[config.mk]
export PLATFORM = sky130hd
export DESIGN_NAME = uart_tx_dev
export DESIGN_NICKNAME = d
export VERILOG_FILES = /design/src/rtl/uart_tx_dev.sv
export SDC_FILE = /design/constraint.sdc
export NUM_CORES = 1
export LEC_CHECK = 0
export CORE_MARGIN = 2
export CORE_UTILIZATION = 25
export DETAILED_ROUTE_END_ITERATION = 10
export HOLD_SLACK_MARGIN = 0.02
export PLACE_DENSITY = 0.49
export SLEW_MARGIN = 20
export SYNTH_ARGS = -nofsm -noshare
export SYNTH_HDL_FRONTEND = slang
export SYNTH_SLANG_ARGS = --single-unit
[constraint.sdc]
create_clock -name clk -period 6.09 [get_ports clk]
set_clock_uncertainty 0.1 [all_clocks]
set_input_delay 1.218 -clock clk [delete_from_list [all_inputs] [get_ports clk]]
set_output_delay 1.218 -clock clk [all_outputs]
set_load 0.01 [all_outputs]
[src/rtl/uart_tx_dev.sv]
// uart_tx_dev: Bridge-mapped 8N1 serial transmitter with byte FIFO and IRQ.
// Define UART_TX_PARITY_EN to add a parity bit (CTRL bit2 selects odd).
module uart_tx_dev #(
  parameter int          FIFO_DEPTH = 4,
  parameter logic [15:0] DIV_RESET  = 16'd434
) (
  input  logic        clk,
  input  logic        reset,
  input  logic [31:2] Addr,
  input  logic        WE,
  input  logic [31:0] Din,
  output logic [31:0] Dout,
  output logic        IRQ,
  output logic        txd
);
  localparam int AW = $clog2(FIFO_DEPTH);
  localparam int CW = AW + 1;

  localparam logic [2:0] IDLE  = 3'd0;
  localparam logic [2:0] START = 3'd1;
  localparam logic [2:0] DATA  = 3'd2;
  localparam logic [2:0] STOP  = 3'd3;
`ifdef UART_TX_PARITY_EN
  localparam logic [2:0] PARITY = 3'd4;
`endif

  logic [2:0]    state;
  logic          en;
  logic          ie;
  logic          podd;
  logic          ovf;
  logic [15:0]   div;
  logic [7:0]    mem [FIFO_DEPTH];
  logic [AW-1:0] wptr;
  logic [AW-1:0] rptr;
  logic [CW-1:0] count;
  logic [7:0]    shifter;
  logic [2:0]    bitcnt;
  logic [15:0]   bcnt;
  logic [15:0]   pm1;
  logic          bit_end;

  logic sel_data;
  logic sel_ctrl;
  logic sel_div;
  logic empty;
  logic full;
  logic push_req;
  logic push;
  logic pop;
  logic [7:0] head;
  logic [3:0] count4;
  logic unused;

  assign sel_data = WE && (Addr[3:2] == 2'd0);
  assign sel_ctrl = WE && (Addr[3:2] == 2'd1);
  assign sel_div  = WE && (Addr[3:2] == 2'd3);

  assign empty    = (count == '0);
  assign full     = (count == CW'(FIFO_DEPTH));
  assign pop      = (state == IDLE) && en && !empty;
  assign push_req = sel_data;
  assign push     = push_req && (!full || pop);
  assign head     = mem[rptr];
  assign count4   = 4'(count);
  assign unused   = ^{Addr[31:4], Din[31:16]};

  // Shorter divisor takes effect at once: a counter already past it ends the bit
  assign pm1     = (div == 16'd0) ? 16'd0 : div - 16'd1;
  assign bit_end = (bcnt >= pm1);

  always_ff @(posedge clk or negedge reset) begin
    if (!reset) begin
      en  <= 1'b0;
      ie  <= 1'b0;
      div <= DIV_RESET;
`ifdef UART_TX_PARITY_EN
      podd <= 1'b0;
`endif
    end else begin
      if (sel_ctrl) begin
        en <= Din[0];
        ie <= Din[1];
`ifdef UART_TX_PARITY_EN
        podd <= Din[2];
`endif
      end
      if (sel_div) div <= Din[15:0];
    end
  end

`ifndef UART_TX_PARITY_EN
  assign podd = 1'b0;
`endif

  always_ff @(posedge clk) begin
    if (push) mem[wptr] <= Din[7:0];
  end

  always_ff @(posedge clk or negedge reset) begin
    if (!reset) begin
      wptr  <= '0;
      rptr  <= '0;
      count <= '0;
      ovf   <= 1'b0;
    end else begin
      if (push) wptr <= wptr + AW'(1);
      if (pop)  rptr <= rptr + AW'(1);
      unique case ({push, pop})
        2'b10:   count <= count + CW'(1);
        2'b01:   count <= count - CW'(1);
        default: count <= count;
      endcase
      if (sel_ctrl)
        ovf <= 1'b0;
      else if (push_req && !push)
        ovf <= 1'b1;
    end
  end

`ifdef UART_TX_PARITY_EN
  logic pbit;

  always_ff @(posedge clk or negedge reset) begin
    if (!reset)
      pbit <= 1'b0;
    else if (pop)
      pbit <= (^head) ^ podd;
  end
`endif

  always_ff @(posedge clk or negedge reset) begin
    if (!reset) begin
      state   <= IDLE;
      txd     <= 1'b1;
      shifter <= 8'd0;
      bitcnt  <= 3'd0;
      bcnt    <= 16'd0;
    end else begin
      bcnt <= bit_end ? 16'd0 : bcnt + 16'd1;
      case (state)
        IDLE: begin
          bcnt <= 16'd0;
          if (pop) begin
            state   <= START;
            shifter <= head;
            txd     <= 1'b0;
            bitcnt  <= 3'd0;
          end
        end
        START: begin
          if (bit_end) begin
            state <= DATA;
            txd   <= shifter[0];
          end
        end
        DATA: begin
          if (bit_end) begin
            if (bitcnt == 3'd7) begin
`ifdef UART_TX_PARITY_EN
              state <= PARITY;
              txd   <= pbit;
`else
              state <= STOP;
              txd   <= 1'b1;
`endif
            end else begin
              shifter <= {1'b0, shifter[7:1]};
              txd     <= shifter[1];
              bitcnt  <= bitcnt + 3'd1;
            end
          end
        end
`ifdef UART_TX_PARITY_EN
        PARITY: begin
          if (bit_end) begin
            state <= STOP;
            txd   <= 1'b1;
          end
        end
`endif
        STOP: begin
          if (bit_end) state <= IDLE;
        end
        default: begin
          state <= IDLE;
          txd   <= 1'b1;
        end
      endcase
    end
  end

  // A DATA write in the same cycle keeps IRQ low instead of pulsing it
  always_ff @(posedge clk or negedge reset) begin
    if (!reset)
      IRQ <= 1'b0;
    else
      IRQ <= ie && empty && (state == IDLE) && !sel_data;
  end

  always_comb begin
    Dout = 32'd0;
    unique case (Addr[3:2])
      2'd0: Dout = 32'd0;
      2'd1: Dout = {29'd0, podd, ie, en};
      2'd2: Dout = {24'd0, count4, ovf, (state != IDLE), full, empty};
      2'd3: Dout = {16'd0, div};
      default: Dout = 32'd0;
    endcase
  end

endmodule

==> results of run 1 <==
worst paths after layout:
kind | startpoint | endpoint | slack, ns
max | div[4]$_DFFE_PN1P_ | shifter[4]$_DFFE_PN0P_ | 1.14
min in group asynchronous | reset | div[13]$_DFFE_PN0P_ | 0.93
max reg2reg | div[4]$_DFFE_PN1P_ | shifter[4]$_DFFE_PN0P_ | 1.14
min reg2reg | shifter[7]$_DFFE_PN0P_ | shifter[7]$_DFFE_PN0P_ | 0.42
max in group asynchronous | reset | state[0]$_DFFE_PN0P_ | 4.48
min | shifter[7]$_DFFE_PN0P_ | shifter[7]$_DFFE_PN0P_ | 0.42
per-layer routing:
layer	part of all wire, %	wire [um]	GRT usage [%]
met1	49	5126	14.35
met2	47	4967	17.19
met3	2.7	280	2.099
met4	1.4	148	3.560
met5	0	0	0
report_power, final:
group | switching, W | internal, W
sequential | 0.000136 | 0.000745
combinational | 0.000369 | 0.000335
clock | 0.000249 | 0.000284
logic make-up (layout without fill, tap and decap cells):
family	count (synthesis)	count (layout)	share of synthesized area, %
adder cells (fa/ha/maj)	32	32	8.338
multiplexers	33	33	9.310
AO/OA/AOI/OAI	64	64	8.747
AND/OR/NAND/NOR	142	142	14.42
XOR/XNOR	30	30	5.371
flip-flops	89	89	48.95
other	1	16	0.07665
buffers and inverters	46	71	4.783
flip-flops by register name (all words and copies together) (netlist names):
name and flops:
mem 32, bcnt 16, div 16, shifter 8
bitcnt 3, count 3, rptr 2, state 2
wptr 2, IRQ 1, en 1, ie 1
ovf 1, txd 1
critical path: stages, from the launching register on:
cell      delay (ns)
dfstp_2         0.40
or4_4           0.55
or4_4           0.45
or3_4           0.36
or3_4           0.38
nor3_2          0.10
a21oi_1         0.07
ha_1            0.31
and4_1          0.23
and2_1          0.17
a32oi_1         0.19
a21oi_1         0.87
nand2_1         0.37
o221ai_1        0.31
final cells by class:
class | count | area [um^2]
inverter | 15 | 56.30
clock buffer | 9 | 225.2
tap | 265 | 331.6
timing repair buffer | 40 | 390.4
fill | 2001 | 13560
multi-input combinational | 317 | 2320
sequential | 89 | 2395
clock inverter | 7 | 58.81
cell usage in the layout, fill, tap and decap left out, types with 3 or more instances in the layout:
cell type | Yosys | layout
o221ai_1 | 4 | 4
a22oi_1 | 6 | 6
mux2_2 | 20 | 20
nor3_1 | 7 | 7
clkbuf_16 | 0 | 9
xnor2_1 | 10 | 10
conb_1 | 1 | 16
mux2i_1 | 5 | 5
inv_6 | 0 | 3
nand4_1 | 5 | 5
and2_1 | 7 | 7
nand2_1 | 47 | 47
nor2b_1 | 5 | 5
mux4_2 | 8 | 8
a21oi_1 | 13 | 13
nand3_1 | 9 | 9
nor2_1 | 32 | 32
xor2_1 | 20 | 20
inv_1 | 15 | 15
o211ai_1 | 4 | 4
and3_1 | 14 | 14
dfstp_2 | 6 | 6
edfxtp_1 | 32 | 32
clkdlybuf4s50_1 | 0 | 37
ha_1 | 31 | 31
dfrtp_1 | 51 | 51
o21ai_0 | 19 | 19
stage by stage:
stage          hold slack, ns  cell area, um^2  worst slack [ns]  util (%)
2_1_floorplan          0.3736             4949             1.867         -
3_3_place_gp           0.3945             5493             1.218     28.41
3_5_place_dp           0.3949             5493             1.182     28.41
4_1_cts                0.4156             5777             1.125     29.88
5_1_grt                0.4234             5777            0.8255     29.88
6_report               0.4153             5777             1.136     29.88
==> flow_summary.json, run 1 <==
{
  "cap_violations": 0,
  "vias_per_cell": 4.437,
  "ys_warn_count": 0,
  "num_rows": 51,
  "portBuffers": 38,
  "min_path_cells": 1,
  "ys_top_cells_by_count": "dfrtp_1, nand2_1, edfxtp_1, nor2_1, ha_1",
  "grt_max_degree": 58,
  "grt_overflow": 0,
  "finalPower_w": 0.002117,
  "drcViolationCount": 0,
  "placeableCoreArea_um2": 19330,
  "n_antenna_cell": 0,
  "cts_tree": "done",
  "power_leakage_nw": 2.411,
  "postCtsSetupBuffers": 0,
  "cts.sinks": 89,
  "worst_r2r_path_depth": 13,
  "hold_viol": 0,
  "relSlewSlack_pct": 28.50,
  "detail_route.first_pass.iterations": 4,
  "worst_ep_arrival_time_ns": 5.11,
  "ys_top_cells_by_area": "dfrtp_1, edfxtp_1, ha_1",
  "post_cts_resized": 0,
  "die_h_um": 143.9,
  "drt_wl_total_um": 10520,
  "syn_to_final_growth_pct": 18.08,
  "dieArea_um2": 20700,
  "first_iter_violations": 141,
  "ys_seq_elements": 89,
  "final_cell_count_no_fill": 742,
  "ant_nets": 0,
  "start_util_pct": 25.30,
  "grtUsageTotal_pct": 10.66,
  "drive_above_1_share_pct": 12.79,
  "numCtsBuffers": 9,
  "hold_class": "flip-flop to flip-flop",
  "cp.required_ns": 6.24,
  "fmax_ghz": 0.2019,
  "grt_setup_unrepaired": "false",
  "synth_area_um2": 4892,
  "cellPowerDensity_nw_per_um2": 366.5,
  "dp.cells": 726,
  "critPathLaunchType": "flip-flop",
  "synthDominantCellAreaShare_pct": 26.09,
  "grt_pass1_vias": 3222,
  "path_clk_slew_ns": 0.07,
  "critPathCaptureType": "flip-flop",
  "place.gp.congestion": 0.7849,
  "finalCritPeriodShare_pct": 81.34,
  "finalSetupTns_ns": 0,
  "worst_pin_slew_ns": 1.072,
  "drv_slew": 0,
  "fin_crit_ns": 4.954,
  "synth_most_common_cell": "dfrtp_1",
  "ir_drop_uv": 143.9,
  "worstSkewPairLatency_ns": 0.35,
  "async_flop_share_pct": 64.04,
  "synth_top_area_cell": "dfrtp_1",
  "synth_edf_count": 32,
  "cts_root_buffer": "clkbuf_16",
  "antenna_found_initial": 0,
  "synth_ff_type": "dfrtp_1",
  "vias": 3292,
  "path_max_fanout": 16,
  "ys_types": 53,
  "grt_pass1_wl_um": 17130,
  "clockBufferDepth": 2,
  "hold_buffers": 0,
  "pin_count": 99,
  "ys_seq_area_share_pct": 48.95,
  "postSynthAreaPerCell_um2": 11.19,
  "h-tree-depth": 3,
  "critPathKind": "flip-flop to flip-flop",
  "synth_cells": 437,
  "setup_viol": 0,
  "die_w_um": 143.9,
  "nets": 569,
  "drt-wirelength-per-cell_um": 14.18,
  "hpwl_um": 7607,
  "status": "finished, final reports clean"
}
Note: power is estimated with default switching activity, not from simulation.
==> inputs of run 2 (changes only) <==
PLACE_DENSITY = 0.5   (was 0.49)
clock period = 4.35 ns   (was 6.09 ns; I/O delays follow)
==> run 2 against run 1 <==
Compared with the run above: sequential share of layout area shrank 1.2 points; sequential power increased by 38%; register-to-register slack got worse by 0.94 ns; non-clock buffer count rose by 12; critical path depth increased by 1; clock power rose by 50%; largest power group unchanged; maximum frequency up 19%; setup slack lost 0.94 ns.
==> flow_summary.json, run 2 (same netlist as run 1, synthesis figures left out) <==
{
  "antenna_found_initial": 0,
  "cap_violations": 0,
  "drcViolationCount": 0,
  "worstSkewPairLatency_ns": 0.34,
  "relSlewSlack_pct": 47.16,
  "largest_reg_flops": 32,
  "ir_drop_uv": 241.5,
  "critPathLaunchType": "flip-flop",
  "drt-wirelength-per-cell_um": 13.87,
  "fmax_ghz": 0.2409,
  "clockBufferDepth": 2,
  "placeableCoreArea_um2": 19330,
  "syn_to_final_growth_pct": 21.53,
  "hold_class": "flip-flop to flip-flop",
  "status": "finished, final reports clean",
  "vias": 3326,
  "path_clk_slew_ns": 0.07,
  "dieArea_um2": 20700,
  "nets": 581,
  "fillerInstances": 1962,
  "die_h_um": 143.9,
  "utilization_pct": 30.75,
  "cellPowerDensity_nw_per_um2": 512.5,
  "grt_pass1_wl_um": 17340,
  "fin_hold_ws_ns": 0.4093,
  "max_stage_delay_ns": 0.53,
  "hpwl_um": 7683,
  "portBuffers": 38,
  "finalCritPeriodShare_pct": 95.43,
  "layout_setup_ws_ns": 0.1987,
  "start_util_pct": 25.30,
  "worst_ep_arrival_time_ns": 4.28,
  "hold_buffers": 0,
  "detail_route.first_pass.iterations": 4,
  "drive_above_1_share_pct": 15.75,
  "ant_nets": 0,
  "h-tree-depth": 3,
  "setup_viol": 0,
  "grt_max_degree": 34,
  "critPathBufInv": 1,
  "cts_tree": "done",
  "layout.cells.most_common": "dfrtp_1",
  "worst_pin_slew_ns": 0.7903,
  "vias_per_cell": 4.411,
  "pin_count": 99,
  "num_rows": 51,
  "mostFrequentLayoutCells": "dfrtp_1, nand2_1, clkdlybuf4s50_1",
  "crit_chain": "or4_4, or4_4, or3_4, or3_4, nor3_2, a21oi_1, ha_1, and4_1, and2_4, a221oi_4, buf_6, a2bb2oi_1, o21ai_1, mux2_2",
  "die_w_um": 143.9,
  "drt_wl_total_um": 10460,
  "final_cell_count_no_fill": 754,
  "grt_pass1_vias": 3304,
  "cp_slowest_cell": "or4_4",
  "largestRegisters": "mem: 32 flops, bcnt: 16 flops, div: 16 flops",
  "grt_setup_unrepaired": "false",
  "grt_overflow": 0,
  "critPathCaptureType": "flip-flop",
  "path_max_fanout": 4,
  "dp.cells": 737,
  "numCtsBuffers": 9,
  "drv_slew": 0,
  "top_register": "mem",
  "n_antenna_cell": 0,
  "cts.sinks": 89,
  "power_leakage_nw": 2.484,
  "critical-path-top-delay-family": "simple AND/OR/NAND/NOR gates",
  "cp.required_ns": 4.48,
  "preCtsSetupSlack_ns": -0.2788,
  "first_iter_violations": 137,
  "grtUsageTotal_pct": 10.70,
  "place.gp.congestion": 0.8069,
  "cts_root_buffer": "clkbuf_16",
  "fin_crit_ns": 4.151,
  "hold_viol": 0,
  "critPathKind": "flip-flop to flip-flop"
}
run 2: final cells by class:
class	count	area [um^2]	share of cell area (%)
flip-flops and latches	89	2395	40.28
clock inverters	6	75.07	1.263
multi-input cells	317	2375	39.94
repair buffers	52	484.2	8.144
well taps	265	331.6	5.577
inverters	15	56.30	0.9470
clock buffers	10	229.0	3.851
run 2: stage by stage:
stage / TNS, ns / area [um^2] / total power [W]
floorplan: 0 / 4949 / 0.001931
global placement: -1.923 / 5575 / 0.002218
detailed placement: -1.758 / 5575 / 0.002247
CTS: 0 / 5883 / 0.003057
global route: 0 / 5946 / 0.003264
finish: 0 / 5946 / 0.003047
run 2: power breakdown:
part	total (W)	switching [W]	leakage [nW]	internal (W)
Clock	0.000801	0.000348	0.145	0.000454
Sequential	0.00122	0.000182	0.997	0.00104
Combinational	0.00102	0.000533	1.34	0.000488
Total	0.00305	0.00106	2.48	0.00198
run 2: worst reg2reg max path, delay by kind of cell, from the launching register on:
kind	cells	cell delay, ns
muxes	1	0.34
DFF	1	0.37
buffers and inverters	1	0.16
adders and majority gates	1	0.32
AOI/OAI and AO/OA	4	0.59
and+or+nand+nor	7	2.16
run 2: final timing paths:
check | from | to | slack [ns] | cells past startpoint
max in group asynchronous | reset | div[1]$_DFFE_PN1P_ | 2.84 | 2
min | shifter[7]$_DFFE_PN0P_ | shifter[7]$_DFFE_PN0P_ | 0.41 | 1
min reg2reg | shifter[7]$_DFFE_PN0P_ | shifter[7]$_DFFE_PN0P_ | 0.41 | 1
max reg2reg | div[7]$_DFFE_PN1P_ | state[1]$_DFFE_PN0P_ | 0.20 | 14
min in group asynchronous | reset | div[10]$_DFFE_PN0P_ | 0.42 | 1
max | div[7]$_DFFE_PN1P_ | state[1]$_DFFE_PN0P_ | 0.20 | 14
run 2: metal layers:
layer	wire length (um)	track usage, %	vias to the layer above
li1	-	-	1621
met1	5002	14.63	1627
met2	4933	16.94	65
met3	298	1.599	13
met4	223	4.438	0
met5	0	0	-
run 2: what timing repair did:
item | CTS | global route
pin swaps | 0 | 4
endpoints found under the setup margin | 10 | 28
resized for setup | 1 | 11
hold endpoints to repair | 0 | 0
buffers inserted | 0 | 1
==> inputs of run 3 (changes only) <==
ABC_CLOCK_PERIOD_IN_PS = 4350   (was not set)
CAP_MARGIN = 20   (was not set)
CTS_CLUSTER_SIZE = 20   (was not set)
==> results of run 3 <==
Same layout as run 2: the final DEF is identical, and so are final timing and power.
